File: config.mk
export PLATFORM = sky130hd
export DESIGN_NAME = hazard_sequencer
export DESIGN_NICKNAME = d
export VERILOG_FILES = /design/src/rtl/hazard_pkg.sv /design/src/rtl/sat_counter.sv /design/src/rtl/hazard_sequencer.sv
export SDC_FILE = /design/constraint.sdc
export NUM_CORES = 1
export LEC_CHECK = 0
export CAP_MARGIN = 20
export CORE_MARGIN = 5
export CORE_UTILIZATION = 50
export CTS_CLUSTER_SIZE = 10
export DETAILED_ROUTE_END_ITERATION = 10
export GPL_TIMING_DRIVEN = 0
export PLACE_DENSITY = 0.81
export SLEW_MARGIN = 30
export SYNTH_ARGS = -nofsm -noshare
export SYNTH_HDL_FRONTEND = slang
export SYNTH_SLANG_ARGS = --single-unit
File: constraint.sdc
create_clock -name clk_i -period 3.3 [get_ports clk_i]
set_clock_uncertainty 0.15 [all_clocks]
set_input_delay 0.825 -clock clk_i [delete_from_list [all_inputs] [get_ports clk_i]]
set_output_delay 0.825 -clock clk_i [all_outputs]
set_load 0.005 [all_outputs]
File: src/rtl/hazard_pkg.sv
// Shared types and helpers for the pipeline hazard sequencer.
package hazard_pkg;

    typedef enum logic [1:0] {
        RUN      = 2'd0,
        MEM_WAIT = 2'd1,
        HALT     = 2'd2
    } state_e;

    localparam logic [4:0] REG_ZERO = 5'd0;

    // A load in ID/EX whose destination feeds either source of the instruction in IF/ID.
    // Register zero never carries a dependency.
    function automatic logic load_use_hazard(
        input logic       memread,
        input logic [4:0] dst,
        input logic [4:0] src_rs,
        input logic [4:0] src_rt
    );
        return memread && (dst != REG_ZERO) && ((dst == src_rs) || (dst == src_rt));
    endfunction

endpackage

File: src/rtl/sat_counter.sv
// Saturating up-counter with synchronous clear; used for the stall/flush statistics.
module sat_counter #(
    parameter int unsigned W = 16
) (
    input  logic         clk_i,
    input  logic         inc,
    input  logic         clr,
    output logic [W-1:0] count
);

    // Clear wins over increment; stick at all-ones once reached.
    always_ff @(posedge clk_i) begin
        if (clr) begin
            count <= '0;
        end else if (inc && (count != '1)) begin
            count <= count + W'(1);
        end
    end

endmodule

File: src/rtl/hazard_sequencer.sv
// Pipeline control unit: decodes write enables/flushes for PC, IF/ID, ID/EX and EX/MEM,
// tracks outstanding data-memory accesses with a watchdog, and keeps statistics.
module hazard_sequencer
    import hazard_pkg::*;
#(
    parameter int unsigned TIMEOUT = 64,
    parameter int unsigned CNT_W   = 16
) (
    input  logic             clk_i,
    input  logic             rst_i,
    input  logic [4:0]       ifid_rs_i,
    input  logic [4:0]       ifid_rt_i,
    input  logic             idex_memread_i,
    input  logic [4:0]       idex_rt_i,
    input  logic             branch_taken_i,
    input  logic             mem_req_i,
    input  logic             mem_ready_i,
    output logic             pc_write_o,
    output logic             ifid_write_o,
    output logic             ifid_flush_o,
    output logic             idex_write_o,
    output logic             idex_flush_o,
    output logic             exmem_write_o,
    output logic             err_o,
    output logic [CNT_W-1:0] lu_stall_cnt_o,
    output logic [CNT_W-1:0] mem_stall_cnt_o,
    output logic [CNT_W-1:0] flush_cnt_o
);

    localparam int unsigned        WAIT_W    = (TIMEOUT > 1) ? $clog2(TIMEOUT) : 1;
    localparam logic [WAIT_W-1:0]  WAIT_LAST = WAIT_W'(TIMEOUT - 1);

    state_e            state;
    logic [WAIT_W-1:0] wait_cnt;
    logic              err_q;

    logic freeze;
    logic load_use;
    logic sel_branch;
    logic sel_lu;

    // Freeze condition depends on where the memory access stands.
    always_comb begin
        freeze = 1'b1;
        unique case (state)
            RUN:      freeze = mem_req_i & ~mem_ready_i;
            MEM_WAIT: freeze = ~mem_ready_i;
            HALT:     freeze = 1'b1;
            default:  freeze = 1'b1;
        endcase
    end

    assign load_use   = load_use_hazard(idex_memread_i, idex_rt_i, ifid_rs_i, ifid_rt_i);
    assign sel_branch = ~rst_i & ~freeze & branch_taken_i;
    assign sel_lu     = ~rst_i & ~freeze & ~branch_taken_i & load_use;

    // Priority decode of the pipeline register controls: reset, freeze, branch, load-use, default.
    always_comb begin
        pc_write_o    = 1'b1;
        ifid_write_o  = 1'b1;
        ifid_flush_o  = 1'b0;
        idex_write_o  = 1'b1;
        idex_flush_o  = 1'b0;
        exmem_write_o = 1'b1;
        if (rst_i) begin
            pc_write_o    = 1'b0;
            ifid_write_o  = 1'b0;
            idex_write_o  = 1'b0;
            exmem_write_o = 1'b0;
            ifid_flush_o  = 1'b1;
            idex_flush_o  = 1'b1;
        end else if (freeze) begin
            pc_write_o    = 1'b0;
            ifid_write_o  = 1'b0;
            idex_write_o  = 1'b0;
            exmem_write_o = 1'b0;
        end else if (branch_taken_i) begin
            ifid_flush_o  = 1'b1;
            idex_flush_o  = 1'b1;
        end else if (load_use) begin
            pc_write_o    = 1'b0;
            ifid_write_o  = 1'b0;
            idex_flush_o  = 1'b1;
        end
    end

    // Memory-wait FSM with watchdog; HALT is left only through reset.
    always_ff @(posedge clk_i) begin
        if (rst_i) begin
            state    <= RUN;
            wait_cnt <= '0;
            err_q    <= 1'b0;
        end else begin
            unique case (state)
                RUN: begin
                    if (mem_req_i && !mem_ready_i) begin
                        state    <= MEM_WAIT;
                        wait_cnt <= '0;
                    end
                end
                MEM_WAIT: begin
                    if (mem_ready_i) begin
                        state <= RUN;
                    end else if (wait_cnt == WAIT_LAST) begin
                        state <= HALT;
                        err_q <= 1'b1;
                    end else begin
                        wait_cnt <= wait_cnt + WAIT_W'(1);
                    end
                end
                HALT:    state <= HALT;
                default: state <= RUN;
            endcase
        end
    end

    assign err_o = err_q;

    sat_counter #(.W(CNT_W)) u_lu_cnt (
        .clk_i (clk_i),
        .inc   (sel_lu),
        .clr   (rst_i),
        .count (lu_stall_cnt_o)
    );

    sat_counter #(.W(CNT_W)) u_mem_cnt (
        .clk_i (clk_i),
        .inc   (freeze),
        .clr   (rst_i),
        .count (mem_stall_cnt_o)
    );

    sat_counter #(.W(CNT_W)) u_flush_cnt (
        .clk_i (clk_i),
        .inc   (sel_branch),
        .clr   (rst_i),
        .count (flush_cnt_o)
    );

endmodule

### Yosys cells after proc, flatten, opt, wreduce, memory -nomap -nowiden

Index checks and enable logic that the tools add are counted.

* register bits after elaboration: 57

* add/sub/neg operators: 4
* equality and inequality tests: 12
* multiplexer cells: 22
* bitwise logic cells: 9
* reductions and logical operators: 14

Operators with widths (number)
* 16-bit by 1-bit adder with 16-bit output, second input constant: 3
* 16-bit inequality test, second input constant: 3
* 6-bit two-way mux: 3
* 1-bit two-way mux: 13
* 6-bit case mux with 2 select lines: 1
* 5-bit == test: 2
* 6-bit by 1-bit adder with 6-bit output, second input constant: 1
* 6-bit == test, second input constant: 1
* 1-bit logical AND: 6
* 2-bit two-way mux: 3
* 2-bit inequality test, second input constant: 3
* 2-bit case mux with 3 select lines: 1
* 1-bit bitwise AND: 5
* 5-bit nonzero test: 1
* 1-bit NOT: 4
* 4-bit AND reduction: 1
* 3-bit inequality test, second input constant: 1
* 3-bit AND reduction: 1
* 2-bit by 1-bit == test with 1-bit output, second input constant: 1
* 2-bit == test, second input constant: 1
* 2-bit logical NOT: 1
* 1-bit case mux with 2 select lines: 1
* 2-bit AND reduction: 1
* 2-bit nonzero test: 1
* 2 further kinds: 2

### Longest topological paths before layout

Gate-level depths: netlist of run 1.

* depth in word-level cells: 8
* depth in mapped cells: 7
* depth with buffers taken out: 6

### Cells and area by module

From an unflattened synthesis of run 1, not the netlist that was laid out.

* cells, all modules: 378
* area, all modules: 3251.9 um^2

By module, submodules not included
* sat_counter: times used 3, cells each 99, area an instance 848.3 um^2
* hazard_sequencer: times used 1, cells each 81, area an instance 706.9 um^2

### Worst setup path before layout of run 1

OpenSTA, ideal clock, no wires.

* kind: input to output
* start point: in ifid_rt_i[3]
* end point: out idex_flush_o
* data arrival time: 2.007 ns
* data required time: 2.325 ns
* path slack: 0.318 ns
* stages on the path: 7
* path buffers: 2
* path through: xor2_1 -> nor3_1 -> a22oi_1 -> buf_2 -> buf_4 -> nor2_1 -> a21o_1

* longest elaborated chain between the ends: 7

RTL lines
* start, declared: line hazard_sequencer.sv:12 `input logic [4:0] ifid_rt_i,`
* 5-bit == test: line hazard_pkg.sv:20 `return memread && (dst != REG_ZERO) && ((dst == src_rs) || (dst == src_rt));`
* 1-bit logical OR: line hazard_pkg.sv:20
* 1-bit logical AND: line hazard_pkg.sv:20
* 1-bit two-way mux: line hazard_sequencer.sv:80 `end else if (load_use) begin`
* 1-bit two-way mux: line hazard_sequencer.sv:77 `end else if (branch_taken_i) begin`
* 1-bit two-way mux: line hazard_sequencer.sv:72 `end else if (freeze) begin`
* 1-bit two-way mux: line hazard_sequencer.sv:65 `if (rst_i) begin`
* end, declared: line hazard_sequencer.sv:22 `output logic idex_flush_o,`

Every way passes these cells.

### Worst setup path after layout of run 1

* start point: in idex_rt_i[4]
* end point: out pc_write_o

* longest elaborated chain between the ends: 7
* elaborated cells on any way between the ends: 10
* those cells by class: eq/ne: 2; mux: 4; reduce/logical: 4

RTL lines
* start, declared: line hazard_sequencer.sv:14 `input logic [4:0] idex_rt_i,`
* 5-bit == test or 5-bit nonzero test (tied branches): line hazard_pkg.sv:20
* 1-bit logical OR or 1-bit logical AND (tied branches): line hazard_pkg.sv:20
* 1-bit logical AND (*): line hazard_pkg.sv:20
* 1-bit two-way mux (*): line hazard_sequencer.sv:80
* 1-bit two-way mux (*): line hazard_sequencer.sv:77
* 1-bit two-way mux (*): line hazard_sequencer.sv:72
* 1-bit two-way mux (*): line hazard_sequencer.sv:65
* end, declared: line hazard_sequencer.sv:18 `output logic pc_write_o,`

Every way passes the cells marked *; elsewhere a longest branch is shown, timed or not.

==> flow_metrics.py, run 1 <==
metrics = {
    "worst_setup_path": {
        "slowest_delay_ns": 0.57,
        "slowest_stage": "or4_4",
        "critPathCaptureType": "output pin",
        "worstPathRequired_ns": 2.32,
        "cp.arrival_ns": 2.27,
        "crit_type": "input port to output pin",
        "critPathMaxFanout": 3,
        "crit_chain": "clkdlybuf4s15_2 -> or4_4 -> o21a_4 -> nand2b_4 -> o21a_1 -> buf_4 -> buf_2",
        "critPathLaunchType": "input port",
    },
    "routing": {
        "drt-total-wl_um": 8660,
        "ant_nets": 0,
        "viasPerCell": 5.88,
        "post-route-drc-count": 0,
        "firstDrtPassIters": 4,
        "post_drt_wl_per_cell_um": 15.9,
        "vias": 3199,
        "drtIter0Drc": 207,
    },
    "cts": {
        "cts_htree_levels": 3,
        "cts_root_buf": "clkbuf_8",
        "hold_buffers": 0,
        "clk_pin_slew_ns": 0.06,
        "clock_latency_ns": 0.34,
        "max-clock-path-buffers": 2,
        "clock_sinks": 57,
        "cts_tree": "done",
        "cts_buffers": 9,
    },
    "yosys": {
        "async_flop_share": 0,
        "syn_inst": 371,
        "synth_edf_count": 0,
        "yosys-top-cells-area": "dfxtp_1, nor2_1, xnor2_1",
        "synth_top_cell_by_area": "dfxtp_1",
        "yosysWarnings": 0,
        "synth.cell_area_um2": 3090,
        "ys_ff_latch": 57,
        "synth_cell_types": 57,
        "yosysTopAreaCellShare": 0.369,
        "avgSynthCellArea_um2": 8.33,
        "synthFlopType": "dfxtp_1",
        "syn_nets": 396,
        "yosysSeqAreaShare": 0.369,
    },
    "timing": {
        "layout_setup_ws_ns": 0.0572,
        "min_period_ns": 3.24,
        "slew_headroom": 0.404,
        "fin_crit_sh": 0.983,
        "holdWs_ns": 0.309,
        "rsz0062_at_grt": "false",
        "worst_pin_slew_ns": 0.883,
        "drv_slew": 0,
        "hold_violations": 0,
        "tns_ns": 0,
        "fmax_mhz": 308,
        "setup_viol": 0,
    },
    "cells_and_area": {
        "syn_to_final_growth_pct": 35.9,
        "final_cells": 544,
        "diodes": 0,
        "layout-drive-gt1-share": 0.134,
        "design_area_um2": 4200,
        "layout.nets": 489,
        "final_util": 0.705,
    },
    "placement": {
        "place_ws_ns": -1.13,
        "dpl_cell_area_um2": 3940,
        "portBuffers": 75,
        "place_inst": 521,
        "hpwlAfterDp_um": 6210,
        "gp_congestion": 0.914,
    },
    "run_status": {
        "status": "finished clean",
    },
    "power_and_ir_drop": {
        "peakVddDrop_mv": 0.252,
        "comb_power_share": 0.098,
        "p_switching_mw": 0.359,
        "p_leak_nw": 1.43,
        "clockPowerShare": 0.412,
        "cellInternalPower_mw": 1.07,
        "power.total_mw": 1.43,
        "power.share.switching": 0.251,
        "sequentialPowerShare": 0.489,
        "power_density_nw_per_um2": 340,
    },
    "floorplanning": {
        "die_area_um2": 7860,
        "io_pins": 76,
        "design.core.area_um2": 5960,
        "placementRows": 28,
        "die_x_um": 88.6,
        "die_h_um": 88.6,
        "initial_core_util": 0.519,
    },
    "global_routing": {
        "globalRoute.totalOverflow": 0,
        "grt_max_degree": 20,
        "grt_util_all_layers": 0.222,
        "antenna_found_initial": 0,
        "grt_pass1_vias": 3010,
        "grt_first_pass_wirelength_um": 13800,
    },
    "hold_path": {
        "min_path_type": "register to register",
    },
    "flow_run": {
        "cap_violations": 0,
    },
}
final timing paths:
kind                                  start                              to  slack [ns]  cells past startpoint
max                            idex_rt_i[4]                      pc_write_o        0.06                      7
min                      err_o$_SDFFE_PP0P_              err_o$_SDFFE_PP0P_        0.31                      2
max reg2reg  u_lu_cnt.count[0]$_SDFFE_PP0P_  u_lu_cnt.count[6]$_SDFFE_PP0P_        0.92                      6
min reg2reg              err_o$_SDFFE_PP0P_              err_o$_SDFFE_PP0P_        0.31                      2
power by group through the flow:
stage | Combinational (mW) | Sequential (mW) | Clock (mW)
2_1_floorplan | 0.0630 | 0.713 | 0
3_3_place_gp | 0.127 | 0.713 | 0
3_5_place_dp | 0.131 | 0.714 | 0
4_1_cts | 0.136 | 0.699 | 0.594
5_1_grt | 0.153 | 0.699 | 0.629
6_report | 0.141 | 0.698 | 0.588
state kept, by name, indices dropped and copies added (netlist names):
register / count
state: 2
u_lu_cnt.count: 16
u_mem_cnt.count: 16
wait_cnt: 6
err_o: 1
u_flush_cnt.count: 16
timing repair:
action / CTS / global route
endpoints found under the setup margin: 6 / 4
setup buffers: 4 / 5
gates resized for setup: 48 / 5
pin swaps: 9 / 4
kinds of logic (layout without fill, tap and decap cells):
logic type	after synthesis	in the layout	synth area share
DFF	57	57	0.369
muxes	10	10	0.0352
buffers and inverters	25	123	0.0352
and+or+nand+nor	185	185	0.327
AOI/OAI and AO/OA	55	55	0.118
xor gates and xnor gates	35	35	0.0991
adders and majority gates	4	4	0.0162
synth_stat cells (4+ instances only):
cell      instances
inv_1            13
a21oi_1          19
nand2_1          20
nor2_1           53
and4_1            4
mux2_2            7
dfxtp_1          57
nor4_1           11
nand4_1          14
xor2_1           13
ha_1              4
o21ai_0           6
clkbuf_1          6
or3_1             5
or4_1             9
or2_2             4
nor2b_1           8
nand3_1          16
nor3_1           17
o31ai_1           8
xnor2_1          22
critical path: cells and delay by family:
| family | cells | cell delay [ns] |
|---|---|---|
| simple gates | 2 | 0.64 |
| buf+inv | 3 | 0.42 |
| compound gates | 2 | 0.39 |
area by class of cell:
cell class / count / area, µm²
Multi-Input combinational cell: 289 / 1900
Timing Repair Buffer: 84 / 786
Sequential cell: 57 / 1140
Inverter: 13 / 48.8
Clock inverter: 3 / 15.0
Clock buffer: 13 / 159
Fill cell: 488 / 1750
Buffer: 10 / 57.6
Tap cell: 75 / 93.8
per-layer routing:
metal | up-vias | part of all wire | GRT usage
li1 | 1544 | - | -
met1 | 1494 | 0.42 | 0.273
met2 | 144 | 0.49 | 0.377
met3 | 17 | 0.078 | 0.0587
met4 | 0 | 0.013 | 0.0714
met5 | - | 0 | 0
placed cells by master, fill, tap and decap left out, types with 11 or more instances in the layout:
| cell | instances |
|---|---|
| dfxtp_1 | 57 |
| clkdlybuf4s50_1 | 55 |
| nor2_1 | 51 |
| xnor2_1 | 22 |
| a21oi_1 | 19 |
| nand2_1 | 19 |
| nor3_1 | 16 |
| nand3_1 | 16 |
| nand4_1 | 14 |
| xor2_1 | 13 |
| inv_1 | 13 |
| buf_4 | 12 |
| dlygate4sd2_1 | 12 |
| nor4_1 | 11 |
| clkbuf_8 | 11 |
(Power assumes the default switching activity.)
==> inputs of run 2 (changes only) <==
--- a/config.mk
+++ b/config.mk
@@ -7,11 +7,11 @@
 export LEC_CHECK = 0
 export CAP_MARGIN = 20
 export CORE_MARGIN = 5
-export CORE_UTILIZATION = 50
+export CORE_UTILIZATION = 53
 export CTS_CLUSTER_SIZE = 10
 export DETAILED_ROUTE_END_ITERATION = 10
 export GPL_TIMING_DRIVEN = 0
-export PLACE_DENSITY = 0.81
+export PLACE_DENSITY = 0.85
 export SLEW_MARGIN = 30
 export SYNTH_ARGS = -nofsm -noshare
 export SYNTH_HDL_FRONTEND = slang
==> constraint.sdc (replaced) <==
create_clock -name clk_i -period 4.05 [get_ports clk_i]
set_clock_uncertainty 0.15 [all_clocks]
set_input_delay 1.0125 -clock clk_i [delete_from_list [all_inputs] [get_ports clk_i]]
set_output_delay 1.0125 -clock clk_i [all_outputs]
set_load 0.005 [all_outputs]
==> run 2 against run 1 <==
Effect of this change: final area shrank 1.0%; die area shrank 5.0%; clock-buffer cell count shrank 2; clock power shrank 23%; utilization grew 4.1 points; largest cell class unchanged.
==> flow_metrics.py, run 2 (synthesis gave the netlist of run 1 again) <==
metrics = {
    "floorplanning": {
        "initial_core_util": 0.555,
        "die_h_um": 86.4,
        "design.core.area_um2": 5570,
        "die_x_um": 86.4,
        "io_pins": 76,
        "placementRows": 27,
        "die_area_um2": 7460,
    },
    "cts": {
        "hold_buffers": 0,
        "cts_root_buf": "clkbuf_8",
        "clock_latency_ns": 0.34,
        "max-clock-path-buffers": 2,
        "cts_htree_levels": 3,
        "clock_sinks": 57,
        "cts_tree": "done",
        "clk_pin_slew_ns": 0.06,
        "cts_buffers": 9,
    },
    "routing": {
        "ant_nets": 0,
        "vias": 3152,
        "post_drt_wl_per_cell_um": 15.7,
        "viasPerCell": 5.87,
        "drt-total-wl_um": 8440,
        "drtIter0Drc": 331,
        "firstDrtPassIters": 5,
        "post-route-drc-count": 0,
    },
    "power_and_ir_drop": {
        "power_density_nw_per_um2": 273,
        "peakVddDrop_mv": 0.259,
        "p_leak_nw": 1.40,
    },
    "cells_and_area": {
        "layout_common_cells": "clkdlybuf4s50_1, dfxtp_1, nor2_1, xnor2_1, nand2_1",
        "top_regs": "u_flush_cnt.count: 16 flops, u_lu_cnt.count: 16 flops, u_mem_cnt.count: 16 flops",
        "diodes": 0,
        "layout-drive-gt1-share": 0.105,
        "final_common_cell": "clkdlybuf4s50_1",
        "syn_to_final_growth_pct": 34.5,
        "final_cells": 537,
        "layout.nets": 486,
    },
    "global_routing": {
        "grt_pass1_vias": 3012,
        "grt_util_all_layers": 0.232,
        "grt_first_pass_wirelength_um": 14200,
        "grtUsageMet3": 0.0665,
        "top_usage_layer": "met2",
        "grt_max_degree": 20,
        "use_met1": 0.292,
        "antenna_found_initial": 0,
        "globalRoute.totalOverflow": 0,
        "grt.met2_usage": 0.385,
    },
    "timing": {
        "holdWs_ns": 0.313,
        "worst_pin_slew_ns": 0.977,
        "hold_violations": 0,
        "slew_headroom": 0.341,
        "setup_viol": 0,
        "fin_crit_sh": 0.981,
        "fmax_mhz": 252,
        "min_period_ns": 3.97,
        "drv_slew": 0,
    },
    "worst_setup_path": {
        "critPathMaxFanout": 10,
        "crit_type": "input port to output pin",
        "critPathLaunchType": "input port",
        "critPathCaptureType": "output pin",
        "cp.arrival_ns": 2.81,
        "worstPathRequired_ns": 2.89,
    },
    "placement": {
        "portBuffers": 75,
        "place_inst": 518,
        "gp_congestion": 0.861,
        "hpwlAfterDp_um": 6080,
    },
    "flow_run": {
        "cap_violations": 0,
    },
    "hold_path": {
        "min_path_type": "register to register",
    },
    "run_status": {
        "status": "finished clean",
    },
}
-- run 2: cell types whose count changed in the layout (fill, tap and decap cells not counted), sizes merged, moves of 4 or more --
cell           change
dlygate4sd2        -5
buf                -5
clkbuf             -4
clkdlybuf4s15      -4
clkdlybuf4s50     +12
-- run 2: power breakdown --
group          leakage (nW)  switching, mW  internal [mW]  total, mW
sequential            0.460        0.00463          0.564      0.569
combinational         0.854         0.0582         0.0543      0.113
clock                0.0887          0.223          0.231      0.453
total                  1.40          0.286          0.849       1.13
-- run 2: repair_timing --
| action | 4_1_cts | 5_1_grt |
|---|---|---|
| cloned | 0 | 0 |
| resized for setup | 13 | 2 |
| setup endpoints to repair | 4 | 1 |
| hold endpoints to repair | 0 | 0 |
| setup buffers | 4 | 2 |
| pin swaps | 4 | 2 |
-- run 2: worst max-delay path: stages --
cell and delay [ns]:
clkdlybuf4s50_1 0.47, xor2_1 0.16, nor3_1 0.08, a22oi_2 0.30, buf_4 0.17, buf_6 0.13, nor2_1 0.05, a21o_1 0.17
dlygate4sd2_1 0.26
-- run 2: stage by stage --
step                       util  instance area (µm²)  power (mW)  setup TNS (ns)  setup slack [ns]
final                     0.746                 4160        1.13               0            0.0755
after global routing      0.746                 4160        1.18         -0.0164           -0.0164
after CTS                 0.742                 4130        1.14               0            0.0249
after detailed placement  0.705                 3930       0.688           -2.32            -0.801
after global placement    0.705                 3930       0.685           -2.13            -0.740
after floorplan               -                 3090       0.632               0             0.693
-- run 2: path summary, 6_finish.rpt --
path / slack [ns] / to / startpoint / cells past startpoint
max: 0.08 / idex_flush_o / ifid_rt_i[0] / 9
min: 0.31 / err_o$_SDFFE_PP0P_ / err_o$_SDFFE_PP0P_ / 2
max reg2reg: 1.69 / u_lu_cnt.count[6]$_SDFFE_PP0P_ / u_lu_cnt.count[0]$_SDFFE_PP0P_ / 6
min reg2reg: 0.31 / err_o$_SDFFE_PP0P_ / err_o$_SDFFE_PP0P_ / 2
-- run 2: routing by layer --
| layer | wire (µm) | part of all wire |
|---|---|---|
| met5 | 0 | 0 |
| met4 | 151 | 0.018 |
| met3 | 615 | 0.073 |
| met2 | 3950 | 0.47 |
| met1 | 3720 | 0.44 |
-- run 2: layout make-up --
class | instances | area (µm²)
Buffer | 10 | 55.1
Clock buffer | 11 | 141
Clock inverter | 4 | 20.0
Fill cell | 411 | 1420
Inverter | 13 | 48.8
Multi-Input combinational cell | 289 | 1870
Sequential cell | 57 | 1140
Tap cell | 72 | 90.1
Timing Repair Buffer | 81 | 790
==> inputs of run 3 (changes only) <==
--- a/config.mk
+++ b/config.mk
@@ -5,9 +5,10 @@
 export SDC_FILE = /design/constraint.sdc
 export NUM_CORES = 1
 export LEC_CHECK = 0
+export ABC_AREA = 1
 export CAP_MARGIN = 20
 export CORE_MARGIN = 5
-export CORE_UTILIZATION = 53
+export CORE_UTILIZATION = 54
 export CTS_CLUSTER_SIZE = 10
 export DETAILED_ROUTE_END_ITERATION = 10
 export GPL_TIMING_DRIVEN = 0
==> run 3 against run 2 <==
Effect of this change: hold slack worse by 0.013 ns; clock-buffer cell count stayed put; critical path depth is 3 higher; non-clock buffer count is 3 lower; clock power is 64% higher; critical path type unchanged; total power is 29% higher; largest cell class unchanged; synthesized cell count is 42% higher; worst setup slack better by 0.059 ns.
==> flow_metrics.py, run 3 <==
metrics = {
    "run_status": {
        "status": "finished clean",
    },
    "flow_run": {
        "cap_violations": 0,
    },
    "cts": {
        "clock_latency_ns": 0.34,
        "max-clock-path-buffers": 2,
        "clk_pin_slew_ns": 0.07,
        "cts_tree": "done",
        "cts_root_buf": "clkbuf_8",
        "cts_htree_levels": 3,
        "cts_buffers": 9,
        "clock_sinks": 57,
    },
    "yosys": {
        "syn_inst": 525,
        "ys_ff_latch": 57,
        "async_flop_share": 0,
        "synth_top_cell_by_area": "dfxtp_1",
        "synth.most_common_cell": "nand2_1",
        "yosys-top-cells-area": "dfxtp_1, nand2_1, nor2_1",
        "yosysTopAreaCellShare": 0.349,
        "synth_cell_types": 31,
        "yosysSeqAreaShare": 0.349,
        "syn_nets": 550,
        "synthFlopType": "dfxtp_1",
        "synth_edf_count": 0,
        "avgSynthCellArea_um2": 6.23,
        "synth.cell_area_um2": 3270,
        "yosysWarnings": 0,
        "yosys-top-cells-count": "nand2_1, nor2_1, inv_1, dfxtp_1",
    },
    "worst_setup_path": {
        "slowest_delay_ns": 0.50,
        "cp.arrival_ns": 2.75,
        "slowest_stage": "clkdlybuf4s50_1",
        "crit_chain": "clkdlybuf4s50_1 -> inv_1 -> nand2_1 -> nand2_1 -> nor2_2 -> nand3_1 -> nand2_2 -> nand3_4 -> nand2_1 -> inv_1 -> buf_4 -> clkdlybuf4s50_1",
        "r2r_slack_ns": 1.86,
        "critPathMaxFanout": 3,
        "crit_family": "buffers and inverters",
        "worst-path-buf-inv": 5,
        "crit_type": "input port to output pin",
        "critPathLaunchType": "input port",
        "critPathCaptureType": "output pin",
        "cpMostUsedCell": "nand2_1",
        "worstPathRequired_ns": 2.89,
    },
    "placement": {
        "gp_congestion": 0.867,
        "place_ws_ns": -0.293,
        "hpwlAfterDp_um": 6240,
        "portBuffers": 75,
    },
    "floorplanning": {
        "io_pins": 76,
        "placementRows": 28,
        "die_x_um": 87.9,
        "die_h_um": 87.9,
        "die_area_um2": 7720,
        "initial_core_util": 0.553,
        "design.core.area_um2": 5920,
    },
    "timing": {
        "min_period_ns": 3.92,
        "layout_setup_ws_ns": 0.135,
        "fin_crit_sh": 0.967,
        "rsz0062_at_grt": "false",
        "worst_pin_slew_ns": 0.549,
        "slew_headroom": 0.634,
        "tns_ns": 0,
        "hold_violations": 0,
        "fmax_mhz": 255,
        "setup_viol": 0,
        "drv_slew": 0,
    },
    "hold_path": {
        "min_path_type": "register to register",
    },
    "global_routing": {
        "grt_util_all_layers": 0.235,
        "globalRoute.totalOverflow": 0,
        "grt_pass1_vias": 3373,
        "grt_max_degree": 11,
        "grt_first_pass_wirelength_um": 14500,
        "antenna_found_initial": 0,
    },
    "cells_and_area": {
        "multi_input_area_um2": 1840,
        "layout_common_cells": "nand2_1, nor2_1, clkdlybuf4s50_1, inv_1, dfxtp_1",
        "diodes": 0,
        "syn_to_final_growth_pct": 35.2,
        "layout-drive-gt1-share": 0.0633,
        "final_common_cell": "nand2_1",
        "top_regs": "u_flush_cnt.count: 16 flops, u_lu_cnt.count: 16 flops, u_mem_cnt.count: 16 flops",
        "seq_area_um2": 1140,
        "layout.nets": 636,
        "nFillCells": 457,
    },
    "routing": {
        "post_drt_wl_per_cell_um": 12.8,
        "firstDrtPassIters": 5,
        "drt-total-wl_um": 8820,
        "post-route-drc-count": 0,
        "ant_nets": 0,
        "drtIter0Drc": 174,
        "viasPerCell": 5.24,
        "vias": 3623,
    },
    "power_and_ir_drop": {
        "peakVddDrop_mv": 0.247,
        "p_leak_nw": 1.76,
        "power_density_nw_per_um2": 330,
    },
}
## run 3: cell count changes in the layout (fill, tap and decap cells not counted), sizes merged, moves of 7 or more
cell	change
dlygate4sd2	-7
o21ai	+10
a21oi	+18
nor2	+53
xnor2	-18
nand3	+21
nor4	-12
nor2b	-8
nand2	+123
or4	-10
o31ai	-8
inv	+47
mux2	-7
## run 3: final cells by class
type / count / share of cell area
plain buffers: 12 / 0.0181
multi-input cells: 394 / 0.415
well taps: 75 / 0.0212
clock buffers: 11 / 0.0342
inverters: 61 / 0.0517
flip-flops and latches: 57 / 0.258
repair buffers: 76 / 0.174
clock inverters: 5 / 0.0283
## run 3: logic make-up after synthesis
kind of cell / count (synthesis) / share of synthesized area
AO/OA/AOI/OAI: 59 / 0.0933
XOR/XNOR: 15 / 0.0401
adder cells (fa/ha/maj): 4 / 0.0153
buffers and inverters: 74 / 0.0952
flip-flops: 57 / 0.349
AND/OR/NAND/NOR: 316 / 0.407
## run 3: final timing paths
check                                           end  depth (start not counted)                              start
setup / recovery                         pc_write_o                         12                       idex_rt_i[1]
hold / removal                   err_o$_SDFFE_PP0P_                          2                 err_o$_SDFFE_PP0P_
setup reg to reg  u_flush_cnt.count[3]$_SDFFE_PP0P_                         10  u_flush_cnt.count[1]$_SDFFE_PP0P_
hold reg to reg                  err_o$_SDFFE_PP0P_                          2                 err_o$_SDFFE_PP0P_
## run 3: through the flow
step / util / hold WS [ns] / cell area [µm²] / std cells / power (mW)
final: 0.748 / 0.300 / 4430 / 691 / 1.46
after detailed placement: 0.695 / 0.296 / 4120 / 675 / 0.724
after CTS: 0.745 / 0.304 / 4410 / 691 / 1.46
after global placement: 0.695 / 0.289 / 4120 / 675 / 0.720
after global routing: 0.748 / 0.338 / 4430 / 691 / 1.51
after floorplan: - / 0.297 / 3270 / 525 / 0.660
## run 3: timing repair
item                                    4_1_cts  5_1_grt
endpoints found under the setup margin        2        2
buffers inserted                              1        0
hold endpoints to repair                      0        0
pin swaps                                     1        1
hold buffers                                  0        0
gates resized for setup                       3        8
## run 3: power by group
group | switching, mW | internal [mW]
clock network | 0.241 | 0.504
logic | 0.0784 | 0.0622
registers | 0.00781 | 0.566
total | 0.328 | 1.13
## run 3: per-layer routing
metal,vias to the layer above,part of all wire,GRT usage
met3,15,0.077,0.0659
li1,1846,-,-
met1,1632,0.42,0.270
met2,130,0.49,0.411
met5,-,0,0
met4,0,0.015,0.0921
## run 3: worst reg2reg max path: cells and delay by family (launching register included)
kind | cells | cell delay (ns)
flip-flops | 1 | 0.42
AND/OR/NAND/NOR | 8 | 1.02
adder cells (fa/ha/maj) | 1 | 0.26
buffers and inverters | 1 | 0.25
